===== config.mk =====
export PLATFORM = sky130hd
export DESIGN_NAME = v_alu_wb_buffer
export DESIGN_NICKNAME = d
export VERILOG_FILES = /design/src/rtl/v_alu_wb_buffer.sv
export SDC_FILE = /design/constraint.sdc
export NUM_CORES = 1
export LEC_CHECK = 0
export CAP_MARGIN = 20
export CELL_PAD_IN_SITES_DETAIL_PLACEMENT = 1
export CELL_PAD_IN_SITES_GLOBAL_PLACEMENT = 2
export CORE_MARGIN = 8
export CORE_UTILIZATION = 42
export DETAILED_ROUTE_END_ITERATION = 8
export HOLD_SLACK_MARGIN = 0.06
export PLACE_DENSITY = 0.71
export SLEW_MARGIN = 20
export SYNTH_ARGS = -nofsm -noshare
export SYNTH_HDL_FRONTEND = slang
export SYNTH_SLANG_ARGS = --single-unit

===== constraint.sdc =====
create_clock -name clk -period 8.78 [get_ports clk]
set_input_delay 0.878 -clock clk [delete_from_list [all_inputs] [get_ports clk]]
set_output_delay 0.878 -clock clk [all_outputs]
set_load 0.1 [all_outputs]

===== src/rtl/v_alu_wb_buffer.sv =====
// Result buffer between the ALU pipeline and the vector register file / scalar consumer.
// In-order FIFO of ALU results plus an issue credit counter bounding launched-but-unretired ops.
module v_alu_wb_buffer #(
    parameter int unsigned DATA_WIDTH = 64,
    parameter int unsigned ADDR_WIDTH = 32,
    parameter int unsigned DEPTH      = 8
) (
    input  logic                  clk,
    input  logic                  rst,
    input  logic                  issue_fire,
    output logic                  issue_ok,
    input  logic                  in_valid,
    input  logic [DATA_WIDTH-1:0] in_vec,
    input  logic [ADDR_WIDTH-1:0] in_addr,
    input  logic                  in_w_reg,
    input  logic                  in_sca,
    output logic                  wb_valid,
    input  logic                  wb_ready,
    output logic [DATA_WIDTH-1:0] wb_data,
    output logic [ADDR_WIDTH-1:0] wb_addr,
    output logic                  wb_w_reg,
    output logic                  sca_valid,
    input  logic                  sca_ready,
    output logic                  err_overflow,
    output logic                  err_credit
);

    localparam int unsigned PTR_W = (DEPTH > 1) ? $clog2(DEPTH) : 1;
    localparam int unsigned CNT_W = $clog2(DEPTH + 1);
    localparam int unsigned ENT_W = DATA_WIDTH + ADDR_WIDTH + 2;

    logic [ENT_W-1:0] mem [DEPTH];
    logic [PTR_W-1:0] rd_ptr;
    logic [PTR_W-1:0] wr_ptr;
    logic [CNT_W-1:0] count;
    logic [CNT_W-1:0] outstanding;
    logic [ENT_W-1:0] head;
    logic             empty;
    logic             full;
    logic             pop;
    logic             push;
    logic             launch;

    // Entry layout: {vec, addr, w_reg, sca}
    assign head  = mem[rd_ptr];
    assign empty = (count == '0);
    assign full  = (count == CNT_W'(DEPTH));

    // Head presentation depends only on registered state
    assign wb_valid  = !empty && !head[0];
    assign sca_valid = !empty &&  head[0];
    assign wb_w_reg  = !empty &&  head[1];
    assign wb_addr   = empty ? '0 : head[ADDR_WIDTH+1:2];
    assign wb_data   = empty ? '0 : head[ENT_W-1:ADDR_WIDTH+2];
    assign issue_ok  = (outstanding < CNT_W'(DEPTH));

    assign pop    = (wb_valid && wb_ready) || (sca_valid && sca_ready);
    assign push   = in_valid && (!full || pop);
    assign launch = issue_fire && issue_ok;

    // Storage carries no reset; empty gating hides stale contents
    always_ff @(posedge clk) begin
        if (push) begin
            mem[wr_ptr] <= {in_vec, in_addr, in_w_reg, in_sca};
        end
    end

    always_ff @(posedge clk or posedge rst) begin
        if (rst) begin
            rd_ptr       <= '0;
            wr_ptr       <= '0;
            count        <= '0;
            outstanding  <= '0;
            err_overflow <= 1'b0;
            err_credit   <= 1'b0;
        end else begin
            if (push) begin
                wr_ptr <= wr_ptr + PTR_W'(1);
            end
            if (pop) begin
                rd_ptr <= rd_ptr + PTR_W'(1);
            end
            if (push && !pop) begin
                count <= count + CNT_W'(1);
            end else if (pop && !push) begin
                count <= count - CNT_W'(1);
            end
            // A retire with no credit outstanding is a protocol error; hold at zero
            if (launch && !pop) begin
                outstanding <= outstanding + CNT_W'(1);
            end else if (pop && !launch && outstanding != '0) begin
                outstanding <= outstanding - CNT_W'(1);
            end
            if (in_valid && full && !pop) begin
                err_overflow <= 1'b1;
            end
            if (issue_fire && !issue_ok) begin
                err_credit <= 1'b1;
            end
        end
    end

endmodule

==> run_results.csv <==
group,metric,value,unit
hold_path,hold_path_class,"flop to flop",
global_route,antenna_found_initial,10,
global_route,grt.overflow.total,0,
routing,wl_per_cell,26.17,µm
synthesis,ys_warn_count,0,
routing,dr.pass1.iters,4,
cts,cts_tree,"yes",
routing,drc,0,
routing,ant_nets,0,
timing,hold_viol,0,
synthesis,synth_top_family_by_area,"multiplexers",
synthesis,synth_area,30550,µm²
timing,finalSetupViolCount,0,
timing,finalSetupTns,0,ps
cts,htree_num_levels,3,
synthesis,yosys.area_share.xor_xnor,0.2867,%
finish,layout-drive-gt1-share,21.67,%
cts,path_clk_slew,60,ps
synthesis,yosys.area_share.simple,1.724,%
synthesis,synthAdderAreaFrac,0.4178,%
placed_design,hpwl,37470,µm
critical_path,critPathLaunchType,"flop",
finish,utilization,50.39,%
routing,vias,14085,
synthesis,avgSynthCellArea,22.90,µm²
routing,drt_iter0_markers,875,
cts,postCtsHoldBufs,0,
synthesis,synth_cells,1334,
finish,nets,1702,
synthesis,muxShareOfSynthArea,18.03,%
cts,cts_setup_buffers,0,
die,io_pins,206,
critical_path,cp_max_fo,66,
timing,rsz0062_at_grt,"false",
global_route,grt_first_pass_wirelength,103300,µm
timing,timing.fmax,195.8,MHz
synthesis,synth_compound_area_share,0.2130,%
timing,fin_skew,18.68,ps
critical_path,cp-end-kind,"output port",
timing,worst_pin_slew,1136,ps
cts,clock_sinks,800,
timing,report.final.slew_viol_count,0,
finish,area_delta_synth_final,19.52,%
critical_path,arrival,4230,ps
global_route,grtUsageTotal,16.82,%
synthesis,ys_seq_area_share,78.37,%
critical_path,critPathSlowestCell,"clkdlybuf4s50_1",
die,die-area,81620,µm²
synthesis,ys_seq_elements,800,
global_route,grt_pass1_vias,15831,
critical_path,crit_path_max_incr_delay,1220,ps
critical_path,worstPathCellList,"buf_4 -> mux4_2 -> mux2i_1 -> nor2_1 -> clkdlybuf4s50_1",
placed_design,portBuffers,205,
critical_path,worstSetupPathType,"flop to output port",
timing,maxSlewHeadroom,24.05,%
die,die_w,285.7,µm
global_route,grt_max_degree,91,
cts,cts-root-buf,"clkbuf_16",
timing,fin_crit,5107,ps
die,initial_core_util,42.16,%
synthesis,synth.distinct_cells,34,
job,maxCapViolations,0,
cts,cts-buffers-inserted,86,
critical_path,required,7900,ps
timing,holdWs,465.1,ps
routing,vias_per_cell,5.372,
timing,finalCritPeriodShare,58.16,%
cts,cts_buffer_depth,3,
cts,ctsResizeCount,0,
die,chipHeight,285.7,µm
run_status,status,"completed",
die,core,72460,µm²
placed_design,finalWeightedCongestion,0.7029,
finish,stdcell_count,2622,
synthesis,syn_nets,1447,
placed_design,dpl.cell_count,2460,
die,num_rows,99,
cts,clock_latency,620,ps
routing,drt-total-wl,68620,µm
## routing by layer
layer  track usage, %  up-vias  part of all wire (%)
met3            3.959      107                   5.3
met4            4.197        8                   1.8
met1            21.57     7590                    42
li1                 -     6072                     -
met2            28.92      308                    51
met5                0        -                 0.082
## stage by stage
stage	setup slack [ps]	instance area, µm²
2_1_floorplan	-228.9	30560
6_report	3673	36510
4_1_cts	3597	36500
3_3_place_gp	4288	33830
5_1_grt	3497	36510
3_5_place_dp	4284	33830
## final cells by class
cell class                 count  area [µm²]
antenna                        6       15.01
clock buffer                 107        2316
clock inverter                49       347.8
fill                        6386       35950
inverter                       5       18.77
multi-input combinational    463        6382
sequential                   800       23950
tap                          959        1200
timing repair buffer         233        2277
## cell usage in the layout, fill, tap and decap left out, types with 2 or more instances in the layout
cell type        netlist  layout
o21ai_0                3       3
ha_1                   7       7
fa_1                   2       2
buf_6                  0       2
mux4_2               195     195
clkbuf_1              31      17
nor2_1               105     101
mux2_1                 2       2
dfrtp_1               16      13
mux2_2                 3       3
clkinv_2               0      16
xor2_1                 2       2
a21o_1                 4       4
dfrtp_4                0       3
inv_6                  0       2
clkdlybuf4s50_1        0     204
nor3_4                 0       2
nor3_2                 0       2
mux2i_1              102     102
clkinv_1               0      22
edfxtp_1             784     784
nand2b_1               2       2
diode_2                0       6
nand3_1                3       3
nor2_4                 0       4
xnor2_1                8       8
clkinvlp_4             0       3
buf_4                  2      25
clkbuf_16              0      90
bufinv_16              0       4
nand2_1                8       8
inv_1                  5       5
## kinds of logic (layout without fill, tap and decap cells)
group                      count (synthesis)  in the layout
DFF                                      800            800
muxes                                    304            304
and+or+nand+nor                          130            130
buffers and inverters                     71            394
AOI/OAI and AO/OA                         10             10
xor gates and xnor gates                  10             10
adders and majority gates                  9              9
other                                      0              6
## flip-flops by register name, indices dropped and copies added, names as in the netlist
name          cells
mem             784
count             4
outstanding       4
rd_ptr            3
wr_ptr            3
err_credit        1
err_overflow      1
## cells in the mapped netlist
cell type	count	share of area, %
a21o_1	4	0.098
a21oi_1	1	0.016
and2_1	1	0.020
buf_1	18	0.22
buf_2	15	0.25
buf_4	2	0.049
clkbuf_1	31	0.38
dfrtp_1	16	1.3
edfxtp_1	784	77
fa_1	2	0.13
ha_1	7	0.29
inv_1	5	0.061
mux2_1	2	0.074
mux2_2	3	0.11
mux2_4	1	0.049
mux2i_1	102	3.3
mux2i_4	1	0.074
mux4_2	195	14
nand2_1	8	0.098
nand2b_1	2	0.041
nand3_1	3	0.049
nand3b_1	1	0.025
nor2_1	105	1.3
nor2b_1	1	0.020
nor3_1	5	0.082
nor4_1	1	0.020
o211ai_1	1	0.025
o21ai_0	3	0.049
o21bai_1	1	0.025
or3_1	1	0.020
or4_1	1	0.025
or4b_2	1	0.033
xnor2_1	8	0.23
xor2_1	2	0.057
## final timing paths
| check | from | end | slack [ps] | cells after the start |
|---|---|---|---|---|
| min reg2reg | err_credit | err_credit | 470 | 1 |
| min in group asynchronous | rst | err_credit | 680 | 2 |
| max reg2reg | rd_ptr[2] | mem[7][48] | 4930 | 5 |
| min | err_credit | err_credit | 470 | 1 |
| max in group asynchronous | rst | rd_ptr[0] | 7550 | 2 |
| max | rd_ptr[1] | wb_data[38] | 3670 | 5 |
## worst max-delay path: cells and delay by family, from the launching register on
kind                   cells  cell delay [ps]
AND/OR/NAND/NOR            1              340
buffers and inverters      2             2080
flip-flops                 1              720
multiplexers               2              440
Power is left out: the tool's default activity adds up to more than one toggle a clock period on the data nets, which glitch-free logic cannot reach.
